**src/rtl/wide_add_sequencer.sv**
```systemverilog
// wide_add_sequencer: streams WORDS-wide operands through one external 16-bit adder, LSW first.
module wide_add_sequencer #(
  parameter int WORDS = 4,
  parameter int WIDTH = 16
) (
  input  logic                   clk,
  input  logic                   rst_n,
  input  logic                   in_valid,
  output logic                   in_ready,
  input  logic [WORDS*WIDTH-1:0] in_a,
  input  logic [WORDS*WIDTH-1:0] in_b,
  input  logic                   in_cin,
  output logic [WIDTH-1:0]       add_a,
  output logic [WIDTH-1:0]       add_b,
  output logic                   add_cin,
  input  logic [WIDTH-1:0]       add_sum,
  input  logic                   add_cout,
  output logic                   out_valid,
  input  logic                   out_ready,
  output logic [WORDS*WIDTH-1:0] out_sum,
  output logic                   out_cout,
  output logic                   out_ovf
);
  localparam int IW = (WORDS > 1) ? $clog2(WORDS) : 1;
  localparam int W = WORDS * WIDTH;
  localparam logic [IW-1:0] LAST = IW'(WORDS - 1);
  typedef enum logic [1:0] {IDLE, RUN, DONE} state_t;
  state_t state, state_n;
  logic [W-1:0] a_reg, b_reg;
  logic [W-WIDTH-1:0] sum_reg;
  logic carry_reg;
  logic [IW-1:0] idx;
  logic accept;
  assign accept = in_valid && in_ready;
  always_ff @(posedge clk or negedge rst_n)
    if (!rst_n) state <= IDLE;
    else state <= state_n;
  always_comb begin
    state_n = state;
    in_ready = 1'b0;
    out_valid = 1'b0;
    add_a = '0;
    add_b = '0;
    add_cin = 1'b0;
    case (state)
      IDLE: begin
        in_ready = 1'b1;
        state_n = in_valid ? RUN : IDLE;
      end
      RUN: begin
        add_a = a_reg[idx*WIDTH +: WIDTH];
        add_b = b_reg[idx*WIDTH +: WIDTH];
        add_cin = carry_reg;
        state_n = (idx == LAST) ? DONE : RUN;
      end
      DONE: begin
        out_valid = 1'b1;
        in_ready = out_ready;
        state_n = !out_ready ? DONE : in_valid ? RUN : IDLE;
      end
      default: state_n = IDLE;
    endcase
  end
  // Published result is loaded only on DONE entry so it stays put through the next RUN.
  always_ff @(posedge clk or negedge rst_n)
    if (!rst_n) begin
      a_reg <= '0;
      b_reg <= '0;
      sum_reg <= '0;
      carry_reg <= 1'b0;
      idx <= '0;
      out_sum <= '0;
      out_cout <= 1'b0;
      out_ovf <= 1'b0;
    end else if (accept) begin
      a_reg <= in_a;
      b_reg <= in_b;
      carry_reg <= in_cin;
      idx <= '0;
    end else if (state == RUN) begin
      carry_reg <= add_cout;
      idx <= idx + 1'b1;
      if (idx == LAST) begin
        out_sum <= {add_sum, sum_reg};
        out_cout <= add_cout;
        out_ovf <= (a_reg[W-1] == b_reg[W-1]) && (add_sum[WIDTH-1] != a_reg[W-1]);
      end else sum_reg[idx*WIDTH +: WIDTH] <= add_sum;
    end
endmodule

```
**config.mk**
```make
export PLATFORM = sky130hd
export DESIGN_NAME = wide_add_sequencer
export DESIGN_NICKNAME = d
export VERILOG_FILES = /design/src/rtl/wide_add_sequencer.sv
export SDC_FILE = /design/constraint.sdc
export NUM_CORES = 1
export LEC_CHECK = 0
export BUFFER_PORTS_ARGS = -buffer_cell sky130_fd_sc_hd__buf_4
export CAP_MARGIN = 5
export CORE_MARGIN = 2
export CORE_UTILIZATION = 48
export CTS_BUF_LIST = sky130_fd_sc_hd__clkbuf_16
export DETAILED_ROUTE_END_ITERATION = 7
export GPL_ROUTABILITY_DRIVEN = 1
export PLACE_DENSITY_LB_ADDON = 0.15
export SETUP_SLACK_MARGIN = 0.5
export SYNTH_ARGS = -nofsm -noshare
export SYNTH_HDL_FRONTEND = slang
export SYNTH_SLANG_ARGS = --single-unit
```
**constraint.sdc**
```tcl
create_clock -name clk -period 2.3 [get_ports clk]
set_clock_uncertainty 0.2 [all_clocks]
set_input_delay 0.23 -clock clk [delete_from_list [all_inputs] [get_ports clk]]
set_output_delay 0.23 -clock clk [all_outputs]
set_load 0.01 [all_outputs]
```
==> reports/summary.md, run 1 <==
## Outcome
* finished with violations — result of the run
* negative setup slack — violations in the final reports

## Synthesis
* dfrtp_1 — leading area contributor after synthesis
* 730 — Synth Instances
* 14.3 µm² — synthesized area per cell
* 27 — unique cell type count in the Yosys netlist
* 247 — flip-flop and latch count after synthesis
* 59.1% — sequential fraction of the synthesis area
* dfrtp_1, mux2_2, mux2_1 — main area contributors after synthesis
* 0 — Syn. warnings
* 59.1% — share of the synthesized area in the top cell type
* 885 — post-synthesis net count
* 10500 µm² — post-synthesis cell area

## Die
* 48.4% — effective utilization at floorplan
* 23000 µm² — die area
* 152 µm — Die Wd
* 152 µm — chip height
* 54 — Site Rows
* 21600 µm² — core region area
* 251 — Boundary Pins

## Setup path
* 10 — count of cells along the worst register-to-register path
* 0.51 ns — Largest stage delay, worst path
* out_sum[45]$_DFFE_PN0P_ — critical register-to-register path endpoint
* idx[0]$_DFFE_PN0P_ — Reg2Reg Launch Point
* -0.03 ns — setup slack of the worst register-to-register path
* 1.87 ns — CP required
* buf_12, buf_8, mux4_2, nor2b_1, buf_4 — crit-path cells
* 4 — biggest fanout along the worst timing path
* 2.02 ns — crit path DAT
* mux4_2 — slowest CP cell
* output port — Critical Path End Type
* flip-flop — kind of start point of the critical path
* reg -> out — critical path class

## Pwr
* 0.0243 W — overall power consumption
* 0.000868 V — Max IR drop VDD
* 8.49 nW — leak pwr
* 1380 nW/µm² — power per cell area

## STA
* 48 — setup violation total in the final timing report
* 107% — period utilisation layout
* 408 MHz — FMAX
* 2.45 ns — min Tclk post-route
* 78.5% — Rel. slew slack
* 0 — Hold Fails Final Rpt
* -0.153 ns — setup slack of the critical path after layout
* 0.314 ns — Worst Max-Slew Pin Slew
* 0 — final number of max-transition violations
* yes — unrepaired setup endpoints after global routing
* 0.273 ns — Fin Hold WS

## Routing
* 5.36 — vias per cell
* 338 — number of DRC markers after the initial detailed-route iteration
* 35300 µm — drt total wl
* 0 — post-route ant nets
* 23.4 µm — wire length per cell
* 8085 — routed via count
* 0 — remaining routing DRC violations
* 4 — TritonRoute pass-1 iters

## Min path
* in -> reg — worst min path class
* b_reg[3]$_DFFE_PN0P_ — hold worst-path end
* in_b[3] — HP Start
* 3 — count of cells along the worst hold path

## Final layout
* 67.9% — area overhead of the layout relative to synthesis
* 1363 — Total Nets Final
* 17600 µm² — final std cell area, no fill
* 1097 — total of fill cells in the finished design
* 58.1% — fraction of layout cells with a size suffix above 1

## GRT
* 0 — global route total overflow
* 0 — antenna violations before repair
* 7919 — number of global-route vias before repair
* 43500 µm — global-route wire length before repair
* 66 — pin count of the biggest net entering global routing
* 24.6% — global-route total usage across every layer

## Placement
* 12700 µm² — Post-DP Area
* 0.793 — Routability Congestion
* 16300 µm — Detailed Place HPWL
* 250 — number of buffers added on ports

## Job
* 0 — total of max-cap violations

## Clock tree
* yes — CTS tree
* 3 — maximum buffer depth of the clock tree
* clkbuf_16 — CTS Root Buffer Type
* 0.06 ns — CTS clock-pin slew for the worst setup and hold paths
* 26 — Num CTS Buffers
* 0.53 ns — latest clock arrival within the worst-skew pair
* 1 — maximum level of the CTS H-tree
* 247 — TritonCTS Sinks

## critical path, delay by kind of cell, from the launching register on
kind,cells,cell delay (ns)
mux,1,0.51
flops,1,0.39
buf+inv,3,0.42
simple gates,1,0.17
## Yosys cell counts, drive strengths merged
cell and number:
and3b 2, a21bo 1, nand3b 1, nand2 97
nand2b 1, o21bai 1, xnor2 1, clkbuf 14
mux4 32, a211oi 1, buf 33, nor2b 33
dfrtp 247, mux2 195, mux2i 1, inv 5
ha 5, nor3b 2, nand4bb 3, nor2 4
a21oi 2, o21ai 49
## cells by family (layout without fill, tap and decap cells)
logic type	count (synthesis)	in the layout	share of synthesized area, %
AO/OA/AOI/OAI	54	54	2.73
XOR/XNOR	1	1	0.0837
adder cells (fa/ha/maj)	5	5	0.598
buffers and inverters	52	549	2.99
flip-flops	247	247	59.1
multiplexers	228	228	28.0
other	0	1	0
AND/OR/NAND/NOR	143	143	6.58
## final cells by class
cell class / instances / area (µm²) / area share, %
multi-input combinational: 431 / 5150 / 29.3
inverter: 5 / 22.5 / 0.128
clock inverter: 20 / 83.8 / 0.477
sequential: 247 / 6190 / 35.2
antenna: 1 / 2.50 / 0.0142
tap: 280 / 350 / 1.99
timing repair buffer: 497 / 5100 / 29.0
clock buffer: 27 / 676 / 3.85
## what timing repair did
action	in CTS	in global routing
pin swaps	4	38
buffers inserted	17	25
setup endpoints to repair	279	313
endpoints found under the hold margin	443	0
hold buffers	149	0
gates cloned	11	23
resized for setup	45	371
## per-stage QoR
step / util (%) / cells / worst slack, ns / TNS, ns
after detailed placement: 58.9 / 1235 / 0.269 / 0
after global routing: 81.3 / 1507 / -0.192 / -6.86
after floorplan: - / 730 / 0.321 / 0
after CTS: 71.9 / 1459 / -0.140 / -3.98
after global placement: 58.9 / 1235 / 0.286 / 0
final: 81.3 / 1508 / -0.153 / -3.83
## layout by cell type (no fill, tap or decap), types with 10 or more instances in the layout
master           n
nand2_2         39
mux4_2          32
buf_12          19
o21ai_1         32
dlygate4sd3_1  149
buf_16          12
buf_6           50
o21ai_2         17
buf_4          243
dfrtp_1        243
nor2b_1         14
nand2_4         10
nor2b_4         18
mux2_4         193
nand2_1         48
clkbuf_16       42
## per-layer routing
| metal | vias up | GRT usage [%] | part of all wire [%] |
|---|---|---|---|
| met5 | - | 0 | 0 |
| met4 | 0 | 8.15 | 3.8 |
| met3 | 80 | 4.22 | 5.3 |
| met2 | 304 | 42.5 | 51 |
| met1 | 4171 | 31.7 | 40 |
| li1 | 3530 | - | - |
## power breakdown
| group | switching, W | internal [W] |
|---|---|---|
| clock | 0.00173 | 0.00211 |
| combinational | 0.00496 | 0.00779 |
| sequential | 0.00132 | 0.00634 |
## worst max-delay path by stage
stage	from	to	slack, ns	cells past startpoint
global route	idx[0]$_DFFE_PN0P_	add_b[14]	-0.19	5
CTS	idx[0]$_DFFE_PN0P_	add_b[1]	-0.14	4
floorplan	idx[0]$_DFFE_PN0P_	sum_reg[28]$_DFFE_PN0P_	0.32	9
global placement	idx[0]$_DFFE_PN0P_	add_b[10]	0.29	4
detailed placement	idx[0]$_DFFE_PN0P_	out_sum[10]$_DFFE_PN0P_	0.27	4
finish	idx[0]$_DFFE_PN0P_	add_b[14]	-0.15	5
(Power assumes the default switching activity.)
==> run 2: changes to the inputs <==
--- a/config.mk
+++ b/config.mk
@@ -12,7 +12,7 @@
 export CTS_BUF_LIST = sky130_fd_sc_hd__clkbuf_16
 export DETAILED_ROUTE_END_ITERATION = 7
 export GPL_ROUTABILITY_DRIVEN = 1
-export PLACE_DENSITY_LB_ADDON = 0.15
+export PLACE_DENSITY = 0.76
 export SETUP_SLACK_MARGIN = 0.5
 export SYNTH_ARGS = -nofsm -noshare
 export SYNTH_HDL_FRONTEND = slang
==> run 2 against run 1 <==
Net effect:
- critical path depth unchanged
- global-route usage increased by 6.3 points
- critical endpoint is now add_b[9]
- via count increased by 3.7%
- largest power group unchanged
- total power increased by 2.3%
- utilization increased by 0.38 points
- sequential share of layout area decreased by 0.16 points
- clock power increased by 1%
- fmax decreased by 4.5%
- routed wire length increased by 9.5%
- design area increased by 0.47%
- the run still ends with negative setup slack left
- register-to-register slack about the same
==> reports/summary.md, run 2 (synthesis gave the netlist of run 1 again) <==
## Clock tree
* 3 — maximum buffer depth of the clock tree, unchanged
* 0.53 ns — latest clock arrival within the worst-skew pair, about the same
* yes — CTS tree
* 247 — TritonCTS Sinks, unchanged
* 0.06 ns — CTS clock-pin slew for the worst setup and hold paths, about the same
* clkbuf_16 — CTS Root Buffer Type
* 27 — Num CTS Buffers, +3.8%
* 1 — maximum level of the CTS H-tree, unchanged

## Routing
* 38600 µm — drt total wl, +9.5%
* 25.3 µm — wire length per cell, +8.3%
* 0 — remaining routing DRC violations, unchanged
* 8382 — routed via count, +3.7%
* 514 — number of DRC markers after the initial detailed-route iteration, +52%
* 4 — TritonRoute pass-1 iters, unchanged
* 0 — post-route ant nets, unchanged
* 5.50 — vias per cell, +2.6%

## STA
* 2.57 ns — min Tclk post-route, +0.115 ns
* 59.4% — Rel. slew slack, -19 points
* 69 — setup violation total in the final timing report, +44%
* 0 — Hold Fails Final Rpt, unchanged
* 0 — final number of max-transition violations, unchanged
* -0.269 ns — setup slack of the critical path after layout, -0.115 ns
* 389 MHz — FMAX, -4.5%
* 0.609 ns — Worst Max-Slew Pin Slew, +0.295 ns
* yes — unrepaired setup endpoints after global routing
* 112% — period utilisation layout, +5.0 points

## Setup path
* buf_12, buf_16, mux4_2, nor2b_1, buf_4 — crit-path cells
* 10 — count of cells along the worst register-to-register path, unchanged
* idx[0]$_DFFE_PN0P_ — crit path launch
* idx[0]$_DFFE_PN0P_ — Reg2Reg Launch Point
* out_sum[30]$_DFFE_PN0P_ — critical register-to-register path endpoint
* -0.04 ns — setup slack of the worst register-to-register path, about the same
* flip-flop — kind of start point of the critical path
* 0.54 ns — Largest stage delay, worst path, +0.03 ns
* 3 — total buffers and inverters traversed by the critical path, unchanged
* multiplexers — cell type group with the largest total delay on the critical path
* add_b[9] — capture point of the worst path
* 1.87 ns — CP required, about the same
* mux4_2 — slowest CP cell
* 5 — critical path depth in cells, unchanged
* output port — Critical Path End Type
* reg -> out — critical path class
* 2.14 ns — crit path DAT, +0.12 ns
* 5 — biggest fanout along the worst timing path, +1

## Final layout
* 4930 µm² — total area of multi-input combinational cells, -4.3%
* 54.6% — fraction of layout cells with a size suffix above 1, -3.5 points
* 81.6% — final core utilization, +0.38 points
* 1382 — Total Nets Final, +1.4%
* buf_4, dfrtp_1, mux2_4, dlygate4sd3_1, nand2_1 — leading cell types in the layout, fill and taps excluded
* 6190 µm² — sequential standard cell area, unchanged
* 1524 — final cell count without fillers, +1.1%
* 68.7% — area overhead of the layout relative to synthesis
* 1110 — total of fill cells in the finished design, +1.2%
* buf_4 — leading cell type in the layout, fill and taps excluded

## Pwr
* 8.48 nW — leak pwr, about the same
* 0.0248 W — overall power consumption, +2.3%
* 0.00102 V — Max IR drop VDD, +17%
* 1410 nW/µm² — power per cell area, +1.8%

## Outcome
* finished with violations — result of the run
* negative setup slack — violations in the final reports

## Die
* 152 µm — Die Wd, unchanged
* 48.4% — effective utilization at floorplan, unchanged
* 23000 µm² — die area, unchanged
* 54 — Site Rows, unchanged
* 152 µm — chip height, unchanged
* 21600 µm² — core region area, unchanged
* 251 — Boundary Pins, unchanged

## Placement
* 1244 — Placed Instances, +0.73%
* 17600 µm — Detailed Place HPWL, +8.4%
* 250 — number of buffers added on ports, unchanged
* 0.825 — Routability Congestion, +4.0%

## Min path
* in -> async — worst min path class

## GRT
* 9145 — number of global-route vias before repair, +15%
* 0 — global route total overflow, unchanged
* 74 — pin count of the biggest net entering global routing, +12%
* 52900 µm — global-route wire length before repair, +22%
* 1 — antenna violations before repair, +1
* 30.9% — global-route total usage across every layer, +6.3 points

## Job
* 0 — total of max-cap violations, unchanged

[run 2: worst register-to-register path, delay by kind of cell, from the launching register on]
kind	cells	cell delay [ns]
flip-flops	1	0.49
AND/OR/NAND/NOR	1	0.13
buffers and inverters	7	0.92
adder cells (fa/ha/maj)	1	0.15
multiplexers	1	0.34
[run 2: worst min-delay path by stage]
stage,startpoint,endpoint,slack (ns),cells past startpoint
final,rst_n,b_reg[5]$_DFFE_PN0P_,0.07,2
after CTS,rst_n,b_reg[5]$_DFFE_PN0P_,0.09,2
after global routing,rst_n,b_reg[5]$_DFFE_PN0P_,0.12,2
after detailed placement,rst_n,b_reg[5]$_DFFE_PN0P_,0.05,1
after global placement,rst_n,b_reg[5]$_DFFE_PN0P_,0.05,1
after floorplan,rst_n,a_reg[0]$_DFFE_PN0P_,-0.27,0
[run 2: final cells by class]
| cell class | count | share of cell area, % |
|---|---|---|
| sequential | 247 | 35.0 |
| multi-input combinational | 431 | 27.9 |
| clock inverter | 18 | 0.468 |
| timing repair buffer | 515 | 30.6 |
| inverter | 5 | 0.128 |
| antenna | 1 | 0.0142 |
| clock buffer | 27 | 3.83 |
| tap | 280 | 1.98 |
[run 2: where the power goes]
group,internal [W],switching (W)
clock,0.00211,0.00178
combinational,0.00800,0.00509
sequential,0.00635,0.00149
total,0.0165,0.00836
[run 2: repair_timing]
action,in CTS,in global routing
hold endpoints to repair,443,0
cloned,24,7
setup endpoints to repair,248,279
hold buffers,148,0
buffers inserted,35,20
gates resized for setup,182,165
pin swaps,3,2
[run 2: stage by stage]
step	TNS, ns	instance area [µm²]	setup slack [ns]	hold WS [ns]
after CTS	-5.92	16800	-0.225	0.0915
after global routing	-10.63	17700	-0.293	0.123
after global placement	0	12800	0.242	0.0500
after floorplan	0	10500	0.321	-0.266
after detailed placement	0	12800	0.218	0.0546
final	-6.71	17700	-0.269	0.0714
[run 2: per-layer routing]
metal  vias to the layer above  GRT usage [%]  wire length [µm]
li1                       3554              -                 -
met1                      4271           35.6             13800
met2                       405           54.2             20300
met3                       152           6.26              2240
met4                         0           16.9              2300
met5                         -              0                 0
